**config.mk**
```make
export PLATFORM = sky130hd
export DESIGN_NAME = fsm_mestre_envase
export DESIGN_NICKNAME = d
export VERILOG_FILES = /design/src/rtl/fsm_mestre_envase.sv
export SDC_FILE = /design/constraint.sdc
export NUM_CORES = 1
export LEC_CHECK = 0
export CORE_MARGIN = 1
export CORE_UTILIZATION = 61
export DETAILED_ROUTE_END_ITERATION = 10
export GPL_TIMING_DRIVEN = 0
export HOLD_SLACK_MARGIN = 0.12
export PLACE_DENSITY_LB_ADDON = 0.25
export SETUP_SLACK_MARGIN = 0.1
export SLEW_MARGIN = 10
export SYNTH_ARGS = -nofsm -noshare
export SYNTH_HDL_FRONTEND = slang
export SYNTH_SLANG_ARGS = --single-unit
```
**constraint.sdc**
```tcl
create_clock -name clk -period 5.15 [get_ports clk]
set_input_delay 1.545 -clock clk [delete_from_list [all_inputs] [get_ports clk]]
set_output_delay 1.545 -clock clk [all_outputs]
set_load 0.005 [all_outputs]
```
**src/rtl/fsm_mestre_envase.sv**
```systemverilog
// fsm_mestre_envase: bottling-line master sequencer with watchdog and cork interlock
module fsm_mestre_envase #(
  parameter int TIMEOUT_CICLOS   = 500_000_000,
  parameter int LARGURA_CONTADOR = 8
) (
  input  logic                        clk,
  input  logic                        reset,
  input  logic                        botao_start,
  input  logic                        botao_stop,
  input  logic                        sensor_pos_enchimento,
  input  logic                        sensor_pos_vedacao,
  input  logic                        sensor_rolhas_vazio,
  input  logic                        enchimento_concluido,
  input  logic                        vedacao_concluida,
  output logic                        motor_esteira,
  output logic                        cmd_enchimento,
  output logic                        cmd_vedacao,
  output logic [LARGURA_CONTADOR-1:0] contador_garrafas,
  output logic                        alarme,
  output logic [1:0]                  codigo_falha
);
  localparam int WW = $clog2(TIMEOUT_CICLOS + 1);
  typedef enum logic [3:0] {
    PARADO, TRANSP_ENCH, ENCHENDO, LIBERA_ENCH, TRANSP_VED,
    VEDANDO, LIBERA_VED, CONTA, FALHA
  } estado_t;
  estado_t estado, prox;
  logic [WW-1:0] wd;
  logic [1:0] codigo_prox;
  logic stop_pendente, espera, na_estacao, timeout;
  always_comb begin
    espera = estado inside {TRANSP_ENCH, ENCHENDO, LIBERA_ENCH, TRANSP_VED, VEDANDO, LIBERA_VED};
    na_estacao = estado inside {ENCHENDO, LIBERA_ENCH, VEDANDO, LIBERA_VED};
    timeout = espera && (wd == WW'(TIMEOUT_CICLOS - 1));
    prox = estado;
    codigo_prox = codigo_falha;
    case (estado)
      PARADO:      prox = (botao_start && !botao_stop) ? TRANSP_ENCH : PARADO;
      TRANSP_ENCH: prox = botao_stop ? PARADO : sensor_pos_enchimento ? ENCHENDO : TRANSP_ENCH;
      ENCHENDO:    prox = enchimento_concluido ? LIBERA_ENCH : ENCHENDO;
      LIBERA_ENCH: prox = enchimento_concluido ? LIBERA_ENCH : TRANSP_VED;
      TRANSP_VED: begin
        prox = botao_stop ? PARADO : !sensor_pos_vedacao ? TRANSP_VED :
               sensor_rolhas_vazio ? FALHA : VEDANDO;
        codigo_prox = (prox == FALHA) ? 2'b10 : codigo_falha;
      end
      VEDANDO:     prox = vedacao_concluida ? LIBERA_VED : VEDANDO;
      LIBERA_VED:  prox = vedacao_concluida ? LIBERA_VED : CONTA;
      CONTA:       prox = stop_pendente ? PARADO : TRANSP_ENCH;
      FALHA: begin
        prox = (botao_stop && !enchimento_concluido && !vedacao_concluida) ? PARADO : FALHA;
        codigo_prox = (prox == PARADO) ? 2'b00 : codigo_falha;
      end
      default:     prox = PARADO;
    endcase
    // a legitimate exit on the deadline cycle takes precedence over the fault
    if (timeout && prox == estado) begin
      prox = FALHA;
      codigo_prox = 2'b01;
    end
  end
  always_ff @(posedge clk) begin
    if (reset) begin
      estado <= PARADO;
      wd <= '0;
      stop_pendente <= 1'b0;
      contador_garrafas <= '0;
      codigo_falha <= 2'b00;
    end else begin
      estado <= prox;
      codigo_falha <= codigo_prox;
      wd <= (espera && prox == estado) ? wd + WW'(1) : '0;
      stop_pendente <= (prox == PARADO) ? 1'b0 : (botao_stop && na_estacao) ? 1'b1 : stop_pendente;
      contador_garrafas <= contador_garrafas + LARGURA_CONTADOR'(estado == CONTA);
    end
  end
  assign motor_esteira  = (estado == TRANSP_ENCH) || (estado == TRANSP_VED);
  assign cmd_enchimento = (estado == ENCHENDO);
  assign cmd_vedacao    = (estado == VEDANDO);
  assign alarme         = (estado == FALHA);
endmodule

```
==> results of run 1 <==
cells by family (layout without fill, tap and decap cells):
logic type,count (synthesis),in the layout,synth area share
xor gates and xnor gates,36,36,0.131
AOI/OAI and AO/OA,28,28,0.0846
and+or+nand+nor,142,142,0.344
buffers and inverters,19,49,0.0560
muxes,1,1,0.00415
adders and majority gates,3,3,0.0156
DFF,44,44,0.365
per-layer routing:
metal	share of wire	vias up	global-route usage	wire, µm
met1	0.45	965	0.347	2280
met3	0.054	6	0.0722	271
met4	0.011	0	0.100	55
li1	-	1035	-	-
met2	0.48	69	0.447	2430
met5	0	-	0	0
layout make-up:
class	count	area [µm²]	area share
clock inverter	3	46.3	0.0165
buffer	15	120	0.0428
sequential	44	881	0.314
multi-input combinational	210	1400	0.497
tap	48	60.1	0.0214
clock buffer	5	68.8	0.0245
timing repair buffer	22	220	0.0785
inverter	4	15.0	0.00535
power by group through the flow:
stage          Clock, mW  Combinational [mW]  Sequential, mW
2_1_floorplan          0              0.0326           0.350
3_3_place_gp           0              0.0490           0.350
3_5_place_dp           0              0.0493           0.350
4_1_cts            0.277              0.0495           0.342
5_1_grt            0.290              0.0544           0.342
6_report           0.272              0.0497           0.342
placed cells by master (no fill, tap or decap), drive strengths merged, types with 4 or more instances in the layout:
cell           instances
dfxtp                 44
nor3                  33
xor2                  24
clkdlybuf4s50         22
nand2                 20
nand3                 17
nor2                  16
xnor2                 12
buf                   12
nand4                  9
a21oi                  9
nand2b                 8
and3                   8
clkbuf                 8
nor4                   6
inv                    5
nor3b                  5
o21ai                  4
nor2b                  4
critical path, delay by kind of cell (launching register included):
family                 cells  cell delay (ns)
buffers and inverters      3             0.95
AND/OR/NAND/NOR            1             0.59
flip-flops                 1             0.34
flip-flops by register name, indices dropped and copies added (netlist names):
name and count:
wd 29, contador_garrafas 8, estado 4, codigo_falha 2, stop_pendente 1
worst max-delay path by stage:
stage	startpoint	to	slack, ns	cells past startpoint
floorplan	sensor_pos_vedacao	codigo_falha[0]	2.07	7
finish	estado[0]	alarme	1.42	4
global route	estado[0]	alarme	1.36	4
global placement	botao_stop	codigo_falha[0]	1.38	8
detailed placement	botao_stop	wd[14]	1.37	8
CTS	estado[0]	alarme	1.45	4
through the flow:
stage	util	area, µm²	instances
after floorplan	-	2410	273
after global placement	0.724	2690	343
after detailed placement	0.724	2690	343
after CTS	0.755	2810	351
after global routing	0.755	2810	351
final	0.755	2810	351
==> qor.yml, run 1 <==
timing.hold.ws_ns: 0.493
grt_start_max_net_pins: 16
routed_wl_um: 5050
critical_path_sink_type: "output port"
avgSynthCellArea_um2: 8.83
fin_crit_ns: 3.73
route.antenna.remaining_nets: 0
post_synthesis_cell_type_with_the_largest_combined_area: "dfxtp_1"
critical_path.cell_chain: "buf_6 -> buf_2 -> nor4b_1 -> clkdlybuf4s50_1"
p_sw_uw: 154
drt-pass1-iter-count: 4
power_switching_share: 0.232
yosysMostFrequentCell: "dfxtp_1"
coreArea_mm2: 0.00372
initialDrtViolationCount: 153
post-route-period-util: 0.724
number_of_gates_given_a_new_drive_strength_after_cts: 0
leakage_nw: 0.970
number_of_buffers_inserted_for_hold_repair_after_clock_tree_synthesis: 0
initial_antenna_violation_count: 0
slowest_delay_ns: 0.62
area_growth_syn_to_layout_pct: 16.4
synth_top_flop_cell: "dfxtp_1"
drcViolationCount: 0
detailroute.via_count: 2075
synth_sequential_area_ratio: 0.365
start_util: 0.649
rsz0062_at_grt: "false"
detailedPlace.worstSlack_ns: 1.37
fillerInstances: 286
globalplace.congestion: 0.911
postCtsSetupRepairBufs: 0
drive_gt1_frac: 0.0990
worstHoldPathType: "flip-flop to flip-flop"
reg2reg_depth: 7
cts_buffers: 5
setup.reg_to_reg.worst_slack_ns: 2.95
yosys.area.top_type_share: 0.365
mappedNetlistArea_mm2: 0.00241
avgViaCountPerCell: 5.91
worst-slew-pin-transition_ns: 0.628
cts-htree-levels: 2
sequentialPowerShare: 0.515
mappedNetlistNets: 285
crit_arrival_ns: 2.18
number_of_enable_flip_flop_cells_after_synthesis: 0
grt_pass1_wl_um: 8960
io_buffer_count: 22
antenna_cells_inserted: 0
report.final.slew_viol_count: 0
detailedPlacementHpwl_um: 3560
internal_dissipation_uw: 509
hp-start: "codigo_falha[1]"
setup_violations: 0
die-area_mm2: 0.00421
synthArstFlopShare: 0
power_frac_comb: 0.075
nNetsFinal: 314
r2r-end: "wd[2]"
finalSetupTns_ns: 0
slowest_stage: "clkdlybuf4s50_1"
synth_area_leaders: "dfxtp_1, xor2_1, nor3_1"
whs_path_cells: 2
synthesis.instances: 273
cts-root-to-sink-buffers: 2
ys_ff_latch: 44
p_clk_frac: 0.410
die_height_um: 64.9
rr_startpoint: "wd[0]"
synthTopCellsByCount: "dfxtp_1, nor3_1, xor2_1, nand2_1"
synth.lib_cells_used.distinct: 50
fin_ws_ns: 1.42
clk_transition_reported_paths_ns: 0.09
chipWidth_um: 64.9
tritoncts: "yes"
number_of_global_route_vias_before_repair: 1962
i_o_pins: 23
cp_launch_type: "flip-flop"
cts_sinks: 44
timing_worst_setup_path_type: "flip-flop to output port"
hold_path_end: "codigo_falha[1]"
clock_latency_ns: 0.30
critical_path_peak_fanout: 10
skew_ns: 0.00926
post_drt_wl_per_cell_um: 14.4
worst_ir_drop_vdd_v: 0.000235
fmax_ghz: 0.268
design_power_total_uw: 664
maxCapViolations: 0
timing.max_slew.rel_slack: 0.576
synth_warnings: 0
status: "complete, no violations"
root_buffer: "clkbuf_8"
groute.usage.overall: 0.275
power_density_mw_per_mm2: 236
critical_path_required_ns: 3.61
overflow: 0
core_rows: 22
final_hold_viol_count: 0
No activity file was read; power rests on OpenSTA's default activity.
==> run 2: changes to the inputs <==
--- a/config.mk
+++ b/config.mk
@@ -6,7 +6,7 @@
 export NUM_CORES = 1
 export LEC_CHECK = 0
 export CORE_MARGIN = 1
-export CORE_UTILIZATION = 61
+export CORE_UTILIZATION = 51
 export DETAILED_ROUTE_END_ITERATION = 10
 export GPL_TIMING_DRIVEN = 0
 export HOLD_SLACK_MARGIN = 0.12
==> constraint.sdc (replaced) <==
create_clock -name clk -period 3.4 [get_ports clk]
set_input_delay 1.02 -clock clk [delete_from_list [all_inputs] [get_ports clk]]
set_output_delay 1.02 -clock clk [all_outputs]
set_load 0.005 [all_outputs]
==> run 2 against run 1 <==
The run now ends with design-rule violations left; hold slack worse by 0.013 ns; non-clock buffer count is the same; count of clock-buffer cells in the layout did not move; global-route usage decreased by 5.3 points; core utilization decreased by 12 points; wire length up 1.2%; worst setup slack got worse by 1.0 ns; final cell count grew 1.1%; final area rose by 0.40%; critical path type is now input pin to flip-flop.
==> qor.yml, run 2 (synthesis gave the netlist of run 1 again) <==
final_util: 0.634
placed_cell_area_mm2: 0.00270
worstHoldPathType: "flip-flop to flip-flop"
die_height_um: 70.8
worst_ir_drop_vdd_v: 0.000237
final-instance-count-excl-fill: 355
number_of_gates_given_a_new_drive_strength_after_cts: 0
power_switching_share: 0.241
drcViolationCount: 8
worst-slew-pin-transition_ns: 0.490
fin_crit_ns: 3.01
power_density_mw_per_mm2: 361
detailedPlace.worstSlack_ns: 0.109
fillerInstances: 387
clk_transition_reported_paths_ns: 0.09
p_sw_uw: 246
clock_latency_ns: 0.31
layout_commonest_cell: "dfxtp_1"
groute.usage.overall: 0.222
chipWidth_um: 70.8
post-route-period-util: 0.886
i_o_pins: 23
skew_ns: 0.0136
setup_violations: 0
finalSetupTns_ns: 0
power_frac_comb: 0.075
registers.top_by_ff_count: "wd"
root_buffer: "clkbuf_8"
tritoncts: "yes"
cell_count_after_placement: 347
critical_path_required_ns: 3.62
cts-root-to-sink-buffers: 2
violated_checks: "design-rule violations"
routed_wl_um: 5100
route.antenna.remaining_nets: 0
cts_sinks: 44
drt-pass1-iter-count: 7
rsz0062_at_grt: "false"
postCtsSetupRepairBufs: 0
timing.hold.ws_ns: 0.480
critical_path_sink_type: "flip-flop"
design_power_total_mw: 1.02
avgViaCountPerCell: 5.81
timing_worst_setup_path_type: "input pin to flip-flop"
detailedPlacementHpwl_um: 3580
status: "finished with violations"
grt_pass1_wl_um: 8870
fmax_ghz: 0.332
cts_buffers: 5
multiInputGateArea_mm2: 0.00140
timing.max_slew.rel_slack: 0.671
post_drt_wl_per_cell_um: 14.4
maxCapViolations: 0
p_clk_frac: 0.415
antenna_cells_inserted: 0
globalplace.congestion: 0.852
number_of_buffers_inserted_for_hold_repair_after_clock_tree_synthesis: 0
report.final.slew_viol_count: 0
layout.cells.most_common_list: "dfxtp_1, nor3_1, xor2_1, clkdlybuf4s50_1, nand2_1"
initial_antenna_violation_count: 0
leakage_nw: 0.972
nNetsFinal: 314
sequentialPowerShare: 0.509
cts-htree-levels: 2
setup.reg_to_reg.worst_slack_ns: 1.21
area_growth_syn_to_layout_pct: 16.9
fin_area_mm2: 0.00282
max_ffs_per_register: 29
final_hold_viol_count: 0
cp_launch_type: "input pin"
crit_arrival_ns: 3.23
detailroute.via_count: 2061
coreArea_mm2: 0.00444
die-area_mm2: 0.00501
fin_ws_ns: 0.388
largest_registers: "wd: 29 flops, contador_garrafas: 8 flops, estado: 4 flops"
number_of_global_route_vias_before_repair: 1874
drive_gt1_frac: 0.102
critical_path_peak_fanout: 10
io_buffer_count: 22
grt_start_max_net_pins: 16
initialDrtViolationCount: 168
internal_dissipation_uw: 772
overflow: 0
storage_cell_area_um2: 881
core_rows: 24
start_util: 0.543
==> run 2: cell types whose count changed in the layout (fill, tap and decap cells not counted) <==
cell,previous run,this run
nor4b_1,3,2
nor4b_2,0,1
==> run 2: path summary, 6_finish.rpt <==
| path | start | end | cells past startpoint |
|---|---|---|---|
| max | botao_stop | wd[16] | 8 |
| min | codigo_falha[1] | codigo_falha[1] | 2 |
| max reg2reg | wd[0] | wd[6] | 7 |
| min reg2reg | codigo_falha[1] | codigo_falha[1] | 2 |
==> run 2: cell type report <==
class / instances / share of cell area
Multi-Input combinational cell: 210 / 0.497
Sequential cell: 44 / 0.313
Timing Repair Buffer: 22 / 0.0782
Buffer: 15 / 0.0426
Clock buffer: 5 / 0.0244
Tap cell: 52 / 0.0231
Clock inverter: 3 / 0.0164
Inverter: 4 / 0.00533
==> run 2: per-layer routing <==
metal	up-vias	track usage	part of all wire
li1	1029	-	-
met1	975	0.297	0.47
met2	53	0.359	0.47
met3	4	0.0470	0.047
met4	0	0.0733	0.012
met5	-	0	0
==> run 2: power groups by stage <==
stage | sequential [mW] | clock [mW] | combinational, mW
2_1_floorplan | 0.530 | 0 | 0.0493
3_3_place_gp | 0.530 | 0 | 0.0749
3_5_place_dp | 0.530 | 0 | 0.0757
4_1_cts | 0.518 | 0.431 | 0.0760
5_1_grt | 0.518 | 0.445 | 0.0831
6_report | 0.518 | 0.423 | 0.0768
==> run 2: worst max-delay path, cell delays in order <==
cell	delay, ns
clkdlybuf4s50_1	0.52
nor4b_1	0.41
nor3b_1	0.44
o31ai_1	0.15
and3_1	0.20
buf_6	0.14
buf_6	0.14
nor3_1	0.21
==> run 3: changes to the inputs <==
--- a/config.mk
+++ b/config.mk
@@ -11,7 +11,6 @@
 export GPL_TIMING_DRIVEN = 0
 export HOLD_SLACK_MARGIN = 0.12
 export PLACE_DENSITY_LB_ADDON = 0.25
-export SETUP_SLACK_MARGIN = 0.1
 export SLEW_MARGIN = 10
 export SYNTH_ARGS = -nofsm -noshare
 export SYNTH_HDL_FRONTEND = slang
==> constraint.sdc (replaced) <==
create_clock -name clk -period 2.65 [get_ports clk]
set_input_delay 0.795 -clock clk [delete_from_list [all_inputs] [get_ports clk]]
set_output_delay 0.795 -clock clk [all_outputs]
set_load 0.005 [all_outputs]
==> run 3 against run 2 <==
The run still ends with design-rule violations left; final area up 2.6%; via count down 0.58%; combinational power up 34%; core utilization up 1.7 points; non-clock buffer count up 1.
==> qor.yml, run 3 (synthesis gave the netlist of run 1 again) <==
initial_antenna_violation_count: 0
fillerInstances: 380
die-area_mm2: 0.00501
post-route-period-util: 0.981
final_util: 0.651
fin_crit_ns: 2.60
worstHoldPathType: "flip-flop to flip-flop"
largest_registers: "wd: 29 flops, contador_garrafas: 8 flops, estado: 4 flops"
detailedPlacementHpwl_um: 3580
skew_ns: 0.0130
groute.usage.overall: 0.222
final-instance-count-excl-fill: 356
detailroute.via_count: 2049
overflow: 0
clock_latency_ns: 0.32
tritoncts: "yes"
layout.cells.most_common_list: "dfxtp_1, nor3_1, xor2_1, nand2_1, clkdlybuf4s50_1"
cts_buffers: 5
fmax_ghz: 0.385
antenna_cells_inserted: 0
design_power_total_mw: 1.31
coreArea_mm2: 0.00444
cts_sinks: 44
post_drt_wl_per_cell_um: 14.5
root_buffer: "clkbuf_8"
timing.hold.ws_ns: 0.479
drive_gt1_frac: 0.138
routed_wl_um: 5170
worst_ir_drop_vdd_v: 0.000307
leakage_nw: 1.01
critical_path_sink_type: "flip-flop"
crit_path_frequent_cell: "buf_6"
number_of_global_route_vias_before_repair: 1870
grt_pass1_wl_um: 8860
core_rows: 24
power_density_mw_per_mm2: 455
layout_commonest_cell: "dfxtp_1"
max_ffs_per_register: 29
timing.max_slew.rel_slack: 0.674
clk_transition_reported_paths_ns: 0.09
io_buffer_count: 22
slowest_delay_ns: 0.54
slowest_stage: "or4b_1"
final_hold_viol_count: 0
drcViolationCount: 8
nNetsFinal: 315
avgViaCountPerCell: 5.76
worst-slew-pin-transition_ns: 0.486
start_util: 0.543
cts-htree-levels: 2
setup_violations: 0
critical_path.cell_chain: "clkdlybuf4s50_1 -> nor4b_1 -> nor3b_2 -> or4b_1 -> and3_4 -> buf_6 -> buf_6 -> o31ai_4"
area_growth_syn_to_layout_pct: 19.9
violated_checks: "design-rule violations"
cp_launch_type: "input pin"
i_o_pins: 23
globalplace.congestion: 0.852
number_of_buffers_inserted_for_hold_repair_after_clock_tree_synthesis: 0
die_height_um: 70.8
drt-pass1-iter-count: 7
registers.top_by_ff_count: "wd"
chipWidth_um: 70.8
cell_count_after_placement: 347
initialDrtViolationCount: 153
crit_arrival_ns: 2.83
critical_path_required_ns: 2.88
status: "finished with violations"
critical_path_peak_fanout: 10
route.antenna.remaining_nets: 0
timing_worst_setup_path_type: "input pin to flip-flop"
grt_start_max_net_pins: 16
report.final.slew_viol_count: 0
maxCapViolations: 0
cts-root-to-sink-buffers: 2
run 3: final timing paths:
kind / slack [ns] / endpoint / startpoint / depth (start not counted)
setup / recovery: 0.05 / codigo_falha[0] / sensor_pos_vedacao / 8
hold / removal: 0.48 / codigo_falha[1] / codigo_falha[1] / 2
setup reg to reg: 0.45 / wd[5] / wd[0] / 7
hold reg to reg: 0.48 / codigo_falha[1] / codigo_falha[1] / 2
run 3: stage by stage:
stage	TNS, ns	setup slack (ns)	area, µm²
detailed placement	-12.10	-0.416	2700
global placement	-11.03	-0.391	2700
finish	0	0.0494	2890
floorplan	0	0.320	2410
CTS	-0.00867	-0.00867	2830
global route	-0.00475	-0.00475	2890
run 3: per-layer routing:
metal  track usage  part of all wire
met5             0                 0
met4        0.0733             0.012
met3        0.0470             0.037
met2         0.360              0.48
met1         0.296              0.47
run 3: area by class of cell:
class,count,area (µm²),share of cell area
multi-input combinational,210,1450,0.502
inverter,4,15.0,0.00519
clock inverter,3,46.3,0.0160
sequential,44,881,0.305
timing repair buffer,23,229,0.0792
clock buffer,5,68.8,0.0238
buffer,15,134,0.0463
tap,52,65.1,0.0225
run 3: repair_timing:
item / in CTS / in global routing
buffers inserted: 0 / 1
pin swaps: 1 / 1
setup endpoints to repair: 32 / 21
gates cloned: 0 / 0
resized for setup: 5 / 16
endpoints found under the hold margin: 0 / 0
run 3: critical path, delay by kind of cell:
family	cells	cell delay, ns
AND/OR/NAND/NOR	4	1.11
buffers and inverters	3	0.70
AO/OA/AOI/OAI	1	0.22
run 3: report_power, final:
group / switching [mW] / total (mW) / internal, mW / leakage [nW]
clock: 0.262 / 0.547 / 0.284 / 0.0548
combinational: 0.0574 / 0.103 / 0.0457 / 0.597
sequential: 0.00210 / 0.665 / 0.662 / 0.354
